--- config.mk ---
export PLATFORM = sky130hd
export DESIGN_NAME = pc_fetch_controller
export DESIGN_NICKNAME = d
export VERILOG_FILES = /design/src/rtl/pc_fetch_controller.sv
export SDC_FILE = /design/constraint.sdc
export NUM_CORES = 1
export LEC_CHECK = 0
export BUFFER_PORTS_ARGS = -buffer_cell sky130_fd_sc_hd__buf_2
export CAP_MARGIN = 20
export CORE_MARGIN = 5
export CORE_UTILIZATION = 40
export DETAILED_ROUTE_END_ITERATION = 12
export PLACE_DENSITY_LB_ADDON = 0.15
export SLEW_MARGIN = 30
export SYNTH_ARGS = -nofsm -noshare
export SYNTH_HDL_FRONTEND = slang
export SYNTH_SLANG_ARGS = --single-unit
--- constraint.sdc ---
create_clock -name clock -period 2.91 [get_ports clock]
set_input_delay 0.582 -clock clock [delete_from_list [all_inputs] [get_ports clock]]
set_output_delay 0.582 -clock clock [all_outputs]
set_load 0.02 [all_outputs]
--- src/rtl/pc_fetch_controller.sv ---
// Fetch-stage PC sequencer: owns the PC register and arbitrates trap/branch/jump redirects
// against stall and halt requests, driving imem address and pipeline flushes.
module pc_fetch_controller #(
    parameter int unsigned       WIDTH        = 32,
    parameter logic [WIDTH-1:0]  RESET_PC     = 32'h0000_0000,
    parameter logic [WIDTH-1:0]  TRAP_PC      = 32'h0000_0100,
    parameter int unsigned       FLUSH_CYCLES = 2,
    parameter int unsigned       IMEM_AW      = 12
) (
    input  logic               clock,
    input  logic               reset,
    input  logic               stall_in,
    input  logic               md_busy,
    input  logic               br_taken,
    input  logic [WIDTH-1:0]   br_target,
    input  logic               jump,
    input  logic [WIDTH-1:0]   jump_target,
    input  logic               trap,
    input  logic               halt_in,
    output logic [WIDTH-1:0]   pc,
    output logic [WIDTH-1:0]   pc_plus1,
    output logic [IMEM_AW-1:0] address_imem,
    output logic               fetch_valid,
    output logic               flush_fd,
    output logic               flush_dx,
    output logic               halted
);

    typedef enum logic [1:0] {StRun, StStall, StFlush, StHalt} state_e;

    localparam logic [2:0] CntInit     = 3'(FLUSH_CYCLES - 1);
    localparam state_e     StAfterRedir = (FLUSH_CYCLES == 1) ? StRun : StFlush;

    state_e           state_q, state_d;
    logic [WIDTH-1:0] pc_q, pc_d;
    // Flush cycles still owed, counting the current FLUSH cycle.
    logic [2:0]       cnt_q, cnt_d;
    logic             flush;
    logic             redirect;
    logic [WIDTH-1:0] pc_inc;

    assign pc_inc = pc_q + WIDTH'(1);

    always_ff @(posedge clock or posedge reset) begin
        if (reset) begin
            state_q <= StRun;
            pc_q    <= RESET_PC;
            cnt_q   <= 3'd0;
        end else begin
            state_q <= state_d;
            pc_q    <= pc_d;
            cnt_q   <= cnt_d;
        end
    end

    always_comb begin
        state_d     = state_q;
        pc_d        = pc_q;
        cnt_d       = cnt_q;
        flush       = 1'b0;
        redirect    = 1'b0;
        fetch_valid = 1'b1;
        unique case (state_q)
            StRun, StStall: begin
                if (trap) begin
                    pc_d     = TRAP_PC;
                    redirect = 1'b1;
                end else if (br_taken) begin
                    pc_d     = br_target;
                    redirect = 1'b1;
                end else if (jump) begin
                    pc_d     = jump_target;
                    redirect = 1'b1;
                end else if (halt_in) begin
                    state_d = StHalt;
                end else if (stall_in || md_busy) begin
                    state_d     = StStall;
                    fetch_valid = 1'b0;
                end else begin
                    pc_d    = pc_inc;
                    state_d = StRun;
                end
                if (redirect) begin
                    flush   = 1'b1;
                    cnt_d   = CntInit;
                    state_d = StAfterRedir;
                end
            end
            StFlush: begin
                flush = 1'b1;
                if (trap) begin
                    pc_d    = TRAP_PC;
                    cnt_d   = CntInit;
                    state_d = StAfterRedir;
                end else begin
                    pc_d  = pc_inc;
                    cnt_d = cnt_q - 3'd1;
                    if (cnt_q <= 3'd1) begin
                        state_d = StRun;
                    end
                end
            end
            StHalt: begin
                fetch_valid = 1'b0;
            end
            default: begin
                state_d = StRun;
            end
        endcase
    end

    assign pc           = pc_q;
    assign pc_plus1     = pc_inc;
    assign address_imem = pc_q[IMEM_AW-1:0];
    assign flush_fd     = flush;
    assign flush_dx     = flush;
    assign halted       = (state_q == StHalt);

endmodule

==> results.py, run 1 <==
metrics = {
    "clock_tree": {
        "cts_max_level": 2,
        "cts.clk_slew.worst_paths_ns": 0.08,
        "clock-sinks": 37,
        "clock_latency_ns": 0.30,
        "cts_buffer_depth": 2,
        "cts_hold_buf": 0,
        "cts_tree": "yes",
        "ctsResizeCount": 0,
        "cts-buffers-inserted": 5,
        "post_cts_buffers": 0,
        "cts-root-buf": "clkbuf_8",
    },
    "power_and_ir_drop": {
        "p_leak_nw": 2.03,
        "p_per_area_nw_per_um2": 864,
        "irDropWorstVdd_mv": 0.340,
        "total_power_mw": 3.44,
    },
    "critical_path": {
        "worst-setup-path-type": "flop to output pin",
        "worst-path-buf-inv": 1,
        "rr_startpoint": "state_q[1]",
        "crit_family": "simple AND/OR/NAND/NOR gates",
        "slowest_stage": "dfrtp_1",
        "crit_path_end_kind": "output pin",
        "cp.arrival_ns": 2.18,
        "path_cells": "ha_2 > and2_1 > and4_4 > and2_1 > xor2_1 > buf_2",
        "required_ns": 2.33,
        "start_kind": "flop",
        "crit_path_frequent_cell": "and2_1",
        "critPathLaunch": "pc[0]",
        "slowest_delay_ns": 0.44,
        "critPathMaxFanout": 12,
    },
    "placement": {
        "dp_worst_setup_slack_ns": 0.455,
        "dpl_cell_area_um2": 3870,
        "gp_congestion": 0.872,
        "dp_cells": 612,
        "io_buffers": 151,
        "dp_hpwl_um": 8030,
    },
    "timing": {
        "slew_violations": 0,
        "fin_skew_ns": 0.00808,
        "setup_violations": 0,
        "fmax_ghz": 0.362,
        "rsz0062_at_grt": "false",
        "finalSetupTns_ns": 0,
        "timing.final.ws_setup_ns": 0.147,
        "worst_pin_slew_ns": 0.672,
        "period_share_pct": 94.9,
        "hold_ws_ns": 0.395,
        "final_hold_viol_count": 0,
        "min_period_ns": 2.76,
        "maxSlewHeadroom_pct": 55.1,
    },
    "yosys": {
        "synth_edf_count": 0,
        "post_synth.cell_area_avg_um2": 8.07,
        "synth_most_common_cell": "dfrtp_1",
        "synthTopCellsByArea": "dfrtp_1, a22oi_1, xnor2_1, buf_4, a21oi_1",
        "yosysUniqueCellTypes": 49,
        "synth_ff_type": "dfrtp_1",
        "synth_async_sr_flop_share_pct": 100,
        "synth_seq_cells": 37,
        "netlist.area_leader.share_pct": 29.8,
        "synth_warnings": 0,
        "synthCells": 385,
        "syn-num-nets": 460,
        "syn_area_um2": 3110,
        "synth_commonest_cells": "dfrtp_1, nor2_1, a21oi_1",
        "seq_area_frac_synth_pct": 29.8,
        "yosysTopAreaCell": "dfrtp_1",
    },
    "global_routing": {
        "grt_use_total_pct": 21.5,
        "grt_pass1_wl_um": 17200,
        "antenna_found_initial": 0,
        "grt-ovfl-total": 0,
        "first_global_vias": 3394,
        "grt_max_degree": 38,
    },
    "die": {
        "die_height_um": 98.1,
        "pin_count": 152,
        "dieWidth_um": 98.1,
        "coreArea_um2": 7650,
        "start_util_pct": 40.6,
        "rows": 32,
        "die_area_um2": 9630,
    },
    "drt": {
        "wire_per_inst_um": 17.4,
        "drt_iter0_drc": 170,
        "drt_pre_antenna_iters": 4,
        "wl_um": 10800,
        "route.detailed.drc": 0,
        "ant_nets": 0,
        "vias": 3541,
        "via_per_inst": 5.71,
    },
    "finish": {
        "nFillCells": 781,
        "seqCellArea_um2": 926,
        "multi_input_area_um2": 1890,
        "syn_to_final_growth_pct": 28.3,
        "final_cells": 620,
        "layout-drive-gt1-share_pct": 36.7,
        "fin_util_pct": 52.1,
        "nNetsFinal": 592,
        "diodes": 0,
        "finalInstanceArea_um2": 3990,
    },
    "job": {
        "max_cap_viol_count": 0,
    },
    "run_status": {
        "outcome": "completed",
    },
    "min_path": {
        "hp-class": "primary input to async pin",
    },
}
==> flip-flops by register name (all words and copies together) (netlist names) <==
register and flops:
pc 32, cnt_q 3, state_q 2
==> cell families after synthesis <==
kind of cell               share of synthesized area [%]
xor gates and xnor gates                            8.74
and+or+nand+nor                                     23.2
adders and majority gates                           1.21
AOI/OAI and AO/OA                                   27.4
DFF                                                 29.8
buffers and inverters                               9.67
==> layer usage <==
metal / GRT usage (%) / vias to the layer above / share of wire (%) / wire length (um)
met1: 27.6 / 1671 / 42 / 4560
met2: 37.6 / 157 / 49 / 5310
met3: 4.00 / 16 / 7.3 / 788
li1: - / 1697 / - / -
met4: 5.15 / 0 / 1.3 / 142
met5: 0 / - / 0 / 0
==> worst min-delay path, stage by stage <==
cell   delay, ns
buf_2       0.09
inv_1       0.04
buf_4       0.42
==> placed cells by master (no fill, tap or decap), drive strengths merged, types with 5 or more instances in the layout <==
cell       n
a21o       5
a21oi     26
a22o       6
a22oi     24
and2       7
and3       6
and4       6
buf      168
clkbuf     7
dfrtp     37
inv       13
nand2     19
nand3     25
nand4     11
nor2      29
nor3       9
o21ai     21
o22ai     12
o2bb2ai    5
or4        7
xnor2     20
xor2      11
==> area by class of cell <==
type                       count  share of cell area, %
clock buffer                   7                   2.42
tap                          102                   3.20
clock inverter                 1                  0.126
sequential                    37                   23.2
timing repair buffer         168                   22.2
multi-input combinational    291                   47.5
inverter                      14                   1.35
==> report_power, final <==
group	leakage (nW)	total [mW]	switching, mW	internal (mW)
combinational	1.49	2.07	1.33	0.745
clock	0.0542	0.413	0.198	0.214
sequential	0.490	0.954	0.271	0.683
==> final timing paths <==
kind / end / slack (ns) / cells past startpoint
setup / recovery: pc_plus1[16] / 0.15 / 6
hold / removal: pc[10] / 0.39 / 3
setup reg to reg: pc[26] / 0.78 / 7
hold reg to reg: cnt_q[0] / 0.53 / 1
max in group asynchronous: pc[27] / 2.16 / 3
min in group clock: cnt_q[0] / 0.53 / 1
Power figures use the tool's default switching activity.
==> run 2: changes to the inputs <==
- CORE_ASPECT_RATIO: default -> 0.6
- CTS_CLUSTER_SIZE: default -> 8
- SKIP_CTS_REPAIR_TIMING: default -> 1
==> results.py, run 2 (same netlist as run 1, synthesis figures left out) <==
metrics = {
    "drt": {
        "drt_iter0_drc": 311,
        "ant_nets": 0,
        "route.detailed.drc": 0,
        "wl_um": 11600,
        "drt_pre_antenna_iters": 5,
        "wire_per_inst_um": 18.7,
        "vias": 3596,
        "via_per_inst": 5.83,
    },
    "global_routing": {
        "antenna_found_initial": 0,
        "grt_use_total_pct": 23.3,
        "first_global_vias": 3362,
        "grt-ovfl-total": 0,
        "grt_pass1_wl_um": 17900,
        "grt_max_degree": 38,
    },
    "die": {
        "start_util_pct": 41.9,
        "die_area_um2": 9690,
        "rows": 24,
        "pin_count": 152,
        "coreArea_um2": 7420,
        "die_height_um": 78.3,
        "dieWidth_um": 124,
    },
    "critical_path": {
        "critPathMaxFanout": 9,
        "crit_path_end_kind": "output pin",
        "reg2reg_depth": 5,
        "worst-path-buf-inv": 2,
        "slowest_delay_ns": 0.52,
        "path_cells": "and4_4 > and4_1 > buf_4 > and2_1 > xor2_1 > buf_2",
        "start_kind": "flop",
        "critPathLaunch": "pc[7]",
        "required_ns": 2.33,
        "rr_startpoint": "state_q[1]",
        "endpoint": "pc_plus1[27]",
        "cp.depth": 6,
        "slowest_stage": "dfrtp_1",
        "cp.arrival_ns": 2.23,
        "crit_family": "simple AND/OR/NAND/NOR gates",
        "timing.reg2reg.setup_slack_ns": 0.75,
        "worst-setup-path-type": "flop to output pin",
        "timing.rr.end": "pc[17]",
    },
    "clock_tree": {
        "clock-sinks": 37,
        "cts.clk_slew.worst_paths_ns": 0.06,
        "cts_max_level": 2,
        "cts-buffers-inserted": 5,
        "cts-root-buf": "clkbuf_16",
        "cts_buffer_depth": 2,
        "cts_tree": "yes",
        "clock_latency_ns": 0.29,
    },
    "finish": {
        "final_cells": 617,
        "diodes": 0,
        "largest_reg_flops": 32,
        "nNetsFinal": 587,
        "fin_util_pct": 54.6,
        "layout_commonest_cell": "buf_2",
        "multi_input_area_um2": 1910,
        "final_cell_mix": "buf_2, dfrtp_1, nor2_1",
        "layout-drive-gt1-share_pct": 36.1,
        "seqCellArea_um2": 926,
        "finalInstanceArea_um2": 4050,
        "nFillCells": 762,
        "syn_to_final_growth_pct": 30.4,
    },
    "timing": {
        "final_hold_viol_count": 0,
        "finalSetupTns_ns": 0,
        "worst_pin_slew_ns": 0.823,
        "setup_violations": 0,
        "slew_violations": 0,
        "maxSlewHeadroom_pct": 44.7,
        "fin_skew_ns": 0.00805,
        "min_period_ns": 2.81,
        "fmax_ghz": 0.356,
        "rsz0062_at_grt": "false",
        "period_share_pct": 96.5,
    },
    "job": {
        "max_cap_viol_count": 0,
    },
    "run_status": {
        "outcome": "completed",
    },
    "placement": {
        "dpl_cell_area_um2": 3840,
        "gp_congestion": 0.906,
        "io_buffers": 151,
        "dp_cells": 609,
        "dp_hpwl_um": 8760,
    },
    "power_and_ir_drop": {
        "irDropWorstVdd_mv": 0.487,
        "p_per_area_nw_per_um2": 920,
        "p_leak_nw": 2.07,
    },
    "min_path": {
        "hp-class": "primary input to async pin",
    },
}
## run 2: changes by cell type in the layout (fill, tap and decap cells not counted), moves of 2 or more
| cell | delta |
|---|---|
| buf_4 | -5 |
| bufinv_16 | +2 |
| clkbuf_16 | +5 |
| clkbuf_8 | -7 |
## run 2: worst min-delay path, stage by stage
cell and delay (ns):
buf_2 0.09, inv_1 0.04, buf_4 0.42
## run 2: where the power goes
group          internal [mW]  switching (mW)  total, mW
clock                  0.490           0.233      0.723
sequential             0.684           0.300      0.984
combinational          0.714            1.31       2.02
total                   1.89            1.84       3.73
## run 2: worst min path at each step
| stage | from | to | slack [ns] | cells after the start |
|---|---|---|---|---|
| floorplan | cnt_q[0] | cnt_q[0] | 0.48 | 1 |
| global placement | cnt_q[0] | cnt_q[0] | 0.50 | 1 |
| detailed placement | cnt_q[0] | cnt_q[0] | 0.52 | 1 |
| CTS | reset | pc[6] | 0.42 | 3 |
| global route | reset | pc[6] | 0.48 | 3 |
| finish | reset | pc[6] | 0.40 | 3 |
## run 2: area by class of cell
cell class | count | share of cell area (%)
clock inverters | 3 | 1.61
multi-input cells | 291 | 47.1
clock buffers | 5 | 3.09
repair buffers | 163 | 20.9
well taps | 104 | 3.21
flip-flops and latches | 37 | 22.8
inverters | 14 | 1.33
## run 2: routing by layer
| metal | wire length [um] | GRT usage (%) | up-vias | part of all wire (%) |
|---|---|---|---|---|
| met3 | 1250 | 5.60 | 12 | 11 |
| met4 | 110 | 4.20 | 0 | 0.95 |
| met2 | 4990 | 33.5 | 177 | 43 |
| met1 | 5220 | 35.5 | 1726 | 45 |
| li1 | - | - | 1681 | - |
| met5 | 0 | 0 | - | 0 |
## run 2: metrics by stage
step	worst slack, ns	hold WS (ns)	total power, mW
6_report	0.103	0.399	3.73
2_1_floorplan	0.470	0.480	2.36
3_5_place_dp	0.400	0.517	3.00
3_3_place_gp	0.420	0.501	2.97
5_1_grt	0.00195	0.475	3.97
4_1_cts	0.0688	0.425	3.73
